File: src/rtl/regfile_dump.sv
// rtl/regfile_dump.sv - sequential {address, data} dump of a 32x32 register file over a valid/ready stream
//
// Walks a contiguous, possibly wrapping, range of register addresses
// (first_addr .. last_addr, 5-bit arithmetic) through one register-file read
// port and presents each entry on dump_addr/dump_data with a valid/ready
// handshake. One entry is in flight at a time: read, wait RD_LAT cycles,
// hold until accepted, then advance.
//
// Parameters:
//   RD_LAT      register-file read latency in cycles (>= 1)
//
// Ports:
//   elk         clock, rising edge
//   rst         synchronous active-high reset, priority over everything
//   start       one-cycle dump request, honoured only when idle
//   first_addr  first register of the range, latched on accepted start
//   last_addr   last register of the range, latched on accepted start
//   busy        dump in progress (READ, OUT, DONE)
//   done        one-cycle pulse after the final transfer
//   rf_rd_addr  registered read address to the register file
//   rf_rd_data  read data, valid RD_LAT cycles after rf_rd_addr changes
//   dump_valid  dump_addr/dump_data hold a valid entry
//   dump_ready  downstream accepts the entry
//   dump_addr   register number of the current entry
//   dump_data   register contents of the current entry

module regfile_dump #(
    parameter int RD_LAT = 1
) (
    input  logic        elk,
    input  logic        rst,
    input  logic        start,
    input  logic [4:0]  first_addr,
    input  logic [4:0]  last_addr,
    output logic        busy,
    output logic        done,
    output logic [4:0]  rf_rd_addr,
    input  logic [31:0] rf_rd_data,
    output logic        dump_valid,
    input  logic        dump_ready,
    output logic [4:0]  dump_addr,
    output logic [31:0] dump_data
);

    // Wait counter only has to hold RD_LAT-1; keep at least one bit.
    localparam int CW = (RD_LAT > 1) ? $clog2(RD_LAT) : 1;
    localparam logic [CW-1:0] WAIT_INIT = CW'(RD_LAT - 1);
    localparam logic [CW-1:0] WAIT_ONE  = CW'(1);

    localparam logic [1:0] S_IDLE = 2'd0;
    localparam logic [1:0] S_READ = 2'd1;
    localparam logic [1:0] S_OUT  = 2'd2;
    localparam logic [1:0] S_DONE = 2'd3;

    logic [1:0]    state;
    logic [CW-1:0] wait_cnt;
    logic [4:0]    last_q;

    // busy/done/dump_valid are kept as their own flops, updated together
    // with the state, so every status output comes straight from a register.
    always_ff @(posedge elk) begin
        if (rst) begin
            state      <= S_IDLE;
            wait_cnt   <= '0;
            last_q     <= '0;
            rf_rd_addr <= '0;
            dump_addr  <= '0;
            dump_data  <= '0;
            busy       <= 1'b0;
            done       <= 1'b0;
            dump_valid <= 1'b0;
        end else begin
            case (state)
                S_IDLE: begin
                    done       <= 1'b0;
                    dump_valid <= 1'b0;
                    if (start) begin
                        rf_rd_addr <= first_addr;
                        last_q     <= last_addr;
                        wait_cnt   <= WAIT_INIT;
                        busy       <= 1'b1;
                        state      <= S_READ;
                    end else begin
                        busy <= 1'b0;
                    end
                end

                // rf_rd_addr is held here; the read data is sampled on the
                // edge where the counter has run down to zero.
                S_READ: begin
                    if (wait_cnt == '0) begin
                        dump_data  <= rf_rd_data;
                        dump_addr  <= rf_rd_addr;
                        dump_valid <= 1'b1;
                        state      <= S_OUT;
                    end else begin
                        wait_cnt <= wait_cnt - WAIT_ONE;
                    end
                end

                // The transfer edge also issues the next read address.
                S_OUT: begin
                    if (dump_ready) begin
                        dump_valid <= 1'b0;
                        if (dump_addr == last_q) begin
                            done  <= 1'b1;
                            state <= S_DONE;
                        end else begin
                            rf_rd_addr <= rf_rd_addr + 5'd1;
                            wait_cnt   <= WAIT_INIT;
                            state      <= S_READ;
                        end
                    end
                end

                // start is deliberately not looked at here.
                S_DONE: begin
                    done  <= 1'b0;
                    busy  <= 1'b0;
                    state <= S_IDLE;
                end

                default: begin
                    done       <= 1'b0;
                    busy       <= 1'b0;
                    dump_valid <= 1'b0;
                    state      <= S_IDLE;
                end
            endcase
        end
    end

endmodule

File: config.mk
export PLATFORM = sky130hd
export DESIGN_NAME = regfile_dump
export DESIGN_NICKNAME = d
export VERILOG_FILES = /design/src/rtl/regfile_dump.sv
export SDC_FILE = /design/constraint.sdc
export NUM_CORES = 1
export LEC_CHECK = 0
export BUFFER_PORTS_ARGS = -buffer_cell sky130_fd_sc_hd__buf_2
export CAP_MARGIN = 20
export CELL_PAD_IN_SITES_DETAIL_PLACEMENT = 1
export CELL_PAD_IN_SITES_GLOBAL_PLACEMENT = 2
export CORE_MARGIN = 1
export CORE_UTILIZATION = 27
export DETAILED_ROUTE_END_ITERATION = 16
export PLACE_DENSITY = 0.76
export SLEW_MARGIN = 0
export SYNTH_ARGS = -nofsm -noshare
export SYNTH_HDL_FRONTEND = slang
export SYNTH_SLANG_ARGS = --single-unit
File: constraint.sdc
create_clock -name elk -period 2.1 [get_ports elk]
set_input_delay 0.105 -clock elk [delete_from_list [all_inputs] [get_ports elk]]
set_output_delay 0.105 -clock elk [all_outputs]
set_load 0.05 [all_outputs]
[Word-level counts from Yosys, hierarchy flattened]
Cells that the tools add are included.
Word-level totals
  bits in registers: 53
  output and inout bits: 45
  word-level logic and storage cells: 56
Operators by class
  bitwise operators: 1
  reduce and logical (&&, ||, !) cells: 13
  add/subtract/negate cells: 2
  eq/ne operators: 9
  muxes and demuxes: 22
Operator list (number)
  5-bit 2-to-1 mux: 3
  2-bit inequality test (second input constant): 5
  5-bit case mux with 2 select lines: 1
  1-bit 2-to-1 mux: 9
  3-bit AND reduction: 3
  2-bit 2-to-1 mux: 4
  2-bit case mux with 4 select lines: 1
  4-bit AND reduction: 2
  1-bit case mux with 3 select lines: 2
  2-bit nonzero test: 3
  5-bit by 1-bit adder with 5-bit output (second input constant): 1
  5-bit equality test: 1
  2-bit equality test (second input constant): 2
  1-bit case mux with 2 select lines: 2
  2-bit AND reduction: 2
  3-bit nonzero test: 1
  2-bit by 1-bit equality test with 1-bit output (second input constant): 1
  2-bit logical NOT: 1
  2-bit OR reduction: 1
  1-bit NOT: 1
  1-bit subtractor (second input constant): 1

[Logic depth before layout (Yosys ltp)]
  depth after elaboration: 4
  mapped depth: 8
  gate-level depth less buffers: 7

[Least setup slack after synthesis]
Ideal clock, no wire load.
  kind: reg-to-reg
  start point: reg state[0]
  end point: reg rf_rd_addr[0]
  period minus slack after synthesis: 1.709 ns
  stages on the path, launching flop included: 9
  path slack: 0.391 ns
  data arrival time: 1.639 ns
  setup time: 0.070 ns
  path through: dfxtp_1 > inv_1 > ha_1 > buf_4 > nor2b_4 > nor3_2 > o21ai_2 > or3_1 > a21oi_1
On the way
  longest elaborated chain between the ends: 3
Ends and longest elaborated chain
  start, declared: RTL line 55  | logic [1:0] state;
  start signal, assigned: RTL line 63  | state <= S_IDLE;
  start signal, assigned: RTL line 82  | state <= S_READ;
  start signal, assigned: RTL line 95  | state <= S_OUT;
  2-bit equality test / 2-bit logical NOT (equally long branches): RTL line 73  | case (state)
  2-bit inequality test (no line) / 2-bit nonzero test (equally long branches)
  4-bit AND reduction (no line)
  end signal, assigned: RTL line 78  | rf_rd_addr <= first_addr;
  end signal, assigned: RTL line 109  | rf_rd_addr <= rf_rd_addr + 5'd1;
  end, declared: RTL line 37  | output logic [4:0] rf_rd_addr,
Several ways; a longest one is shown, not always the timed one.
A chain may end at the register's enable or synchronous reset.

[Worst setup path in the final report]
Ends and elaborated chain as after synthesis.

==> results.md <==
* Grt ovf at 0
* Routed wl met3 at 333 um
* Reg2reg end: rf_rd_addr[0]
* Min Tclk post-route at 1.88 ns
* TritonCTS clock tree: done
* Largest net degree at the start of global routing at 31
* CP bufs+invs at 1
* Hold path cells at 3
* H-tree levels at 2
* Status: finished, final reports clean
* Largest cells by area after synthesis: dfxtp_1 49%, mux2i_1 19%, nor2_1 8.0%
* Initial core utilization at 0.285
* Final wirelength at 5380 um
* Crit-path max FO at 9
* Fmax at 532 MHz
* Setup TNS at 0 ns
* Synth top area share at 0.490
* Fin Hold WS at 0.0277 ns
* DRC violations left at 0
* Synthesis-to-finish area growth at 31.0%
* Setup bufs post-CTS at 0
* Yosys warnings at 0
* Tightest Hold Check Type: in -> reg
* Final #Nets at 362
* Worst setup path category: reg -> reg
* Reg-to-Reg Start: state[0]
* Cell count after synthesis at between 200 and 250
* Die width at roughly 91 um
* GRT Util Overall at 0.133
* Logic pwr share at 0.404
* Slowest CP cell: dfxtp_1
* Slew Limit Headroom at 0.662
* Crit path launch type: register
* WL/cell at 13.1 um
* Final hold vios at 0
* Row count at 31
* Commonest non-fill, non-tap cell in the layout: buf_2
* Seq pwr share at 0.402
* HP Start: rf_rd_data[1]
* Sw Ratio at 0.411
* First-pass GRT wire length at between 8000 and 9000 um
* GP Congestion at 0.682
* Worst Hold End: dump_data[1]
* Synth Cell Area at 0.00212 sq mm
* Register bit total from synthesis at 52
* Post-DP HPWL at 3970 um
* CP Capture Type: register
* Core area at roughly 0.0074 sq mm
* Leak at roughly 1.3 nW
* Commonest non-fill, non-tap cells in the layout: 90 x buf_2, 52 x dfxtp_1, 45 x nor2_1, 40 x mux2i_1, 13 x a21oi_1
* Post-Syn Nets at 273
* Reg-to-reg slack, setup at ~0.22 ns
* Cts hold-fix bufs at 0
* Clock transition at path regs at about 0.090 ns
* Total internal power at 1.80 mW
* CP Data Required Time at 2.34 ns
* Syn_area_per_cell at 9.61 sq um
* CTS Sinks at 52
* Crit path cell chain: inv_1 > ha_1 > nor2b_4 > nor3_2 > o21ai_2 > or3_1 > a21oi_1
* Setup skew after layout at 0.00500 ns
* Via/cell ratio at around 4.5
* ANT nets after route at 0
* Initial antenna violation count at 0
* Input/output buffers at 90
* Max-Cap Viols at 0
* Slew @ Worst Pin at 0.508 ns
* Worst r2r path cells at 7
* Met1 WL at 2290 um
* WP data arrival at about 2.1 ns
* Number of fill cells at 923
* Clk buf depth at 2
* DR top layer: met4
* RSZ-0062 raised after global routing: no
* Initial drt markers at 36
* Vias in the first global route at approximately 1900
* Seq/Total Area, Yosys at 0.490
* Endpoints failing setup at 0
* # IOs at between 90 and 100
* PwrDens at around 1100 mW/mm^2
* CTS Buf Count at 5
* Antenna diodes at 0
* Slew Viols, Final at 0
* Share of cells above drive strength 1 at 0.344
* Resized cells post-CTS at 0
* Net Sw Power at 1.26 mW
* Die Y at between 90 and 100 um
* Count of different cell masters after synthesis at 25
* Largest area contributor in the netlist: dfxtp_1
* Root Driver: clkbuf_8
* Worst path max stage delay at 0.42 ns
* Worst-Skew Late Latency at 0.30 ns
* Ratio of final minimum period to clock period at 0.895
* VDD IR max at 326 uV
* Clk pwr share at 0.194
* Die area at 0.00823 sq mm
* Via count at 1830
* Met2 WL post-DR at 2700 um
* Crit path max-delay family: simple AND/OR/NAND/NOR gates
* Initial DRT Pass Iterations at 3
per-layer routing:
metal | vias up | global-route usage
li1 | 920 | -
met1 | 861 | 0.157
met2 | 45 | 0.232
met3 | 4 | 0.0387
met4 | 0 | 0.0403
met5 | - | 0
worst max path at each step:
stage,from,end,cells after the start
final,state[0],rf_rd_addr[0],7
after global routing,state[0],rf_rd_addr[0],7
after CTS,state[0],rf_rd_addr[0],7
after detailed placement,state[0],rf_rd_addr[0],7
after global placement,state[0],rf_rd_addr[0],7
after floorplan,state[0],rf_rd_addr[0],8
cells in the mapped netlist:
cell type	number
ha_1	6
o32ai_1	2
clkbuf_1	6
nor3b_1	1
nand2_1	8
nand3_1	12
buf_4	1
o21ai_2	1
o21ai_0	5
xnor2_1	5
a21oi_1	13
o22ai_1	1
nor2b_4	1
a21bo_2	1
nor2b_1	3
nor2_1	45
mux2_2	1
inv_1	4
nor3_2	1
or3_1	2
mux2i_1	40
buf_2	5
nand2b_1	3
nor3_1	2
dfxtp_1	52
cell families after synthesis:
group | share of synthesized area
AOI/OAI and AO/OA | 0.0624
xor gates and xnor gates | 0.0206
adders and majority gates | 0.0353
buffers and inverters | 0.0330
DFF | 0.490
muxes | 0.194
and+or+nand+nor | 0.165
worst reg2reg max path, delay by kind of cell (launching register included):
kind,cells,cell delay (ns)
and+or+nand+nor,3,0.72
adders and majority gates,1,0.31
AOI/OAI and AO/OA,2,0.26
DFF,1,0.42
buffers and inverters,1,0.11
flip-flops by register name, indices dropped and copies added, names as in the netlist:
register and cells:
dump_addr 5, busy 1, dump_valid 1, dump_data 32, state 2, last_q 5
done 1, rf_rd_addr 5
metrics by stage:
step	instance area [sq um]	util	power [mW]	instances	worst slack (ns)
floorplan	2120	-	2.20	221	0.391
global placement	2690	0.361	2.48	402	0.293
detailed placement	2690	0.361	2.51	402	0.251
CTS	2780	0.374	3.12	410	0.218
global route	2780	0.374	3.26	410	0.0766
finish	2780	0.374	3.06	410	0.220
power by group through the flow:
stage	logic [mW]	clock network, mW	registers (mW)
5_1_grt	1.33	0.677	1.25
2_1_floorplan	0.523	0	1.68
6_report	1.24	0.593	1.23
3_3_place_gp	1.24	0	1.25
4_1_cts	1.26	0.633	1.23
3_5_place_dp	1.25	0	1.25
cell type report:
cell class                      instances  area, sq um  area share
Timing Repair Buffer                   94          493       0.177
Tap cell                               99          124      0.0445
Inverter                                4         15.0     0.00540
Clock inverter                          1         7.51     0.00270
Clock buffer                            7         86.3      0.0310
Multi-Input combinational cell        153         1020       0.365
Sequential cell                        52         1040       0.374
Note: power is estimated with default switching activity, not from simulation.
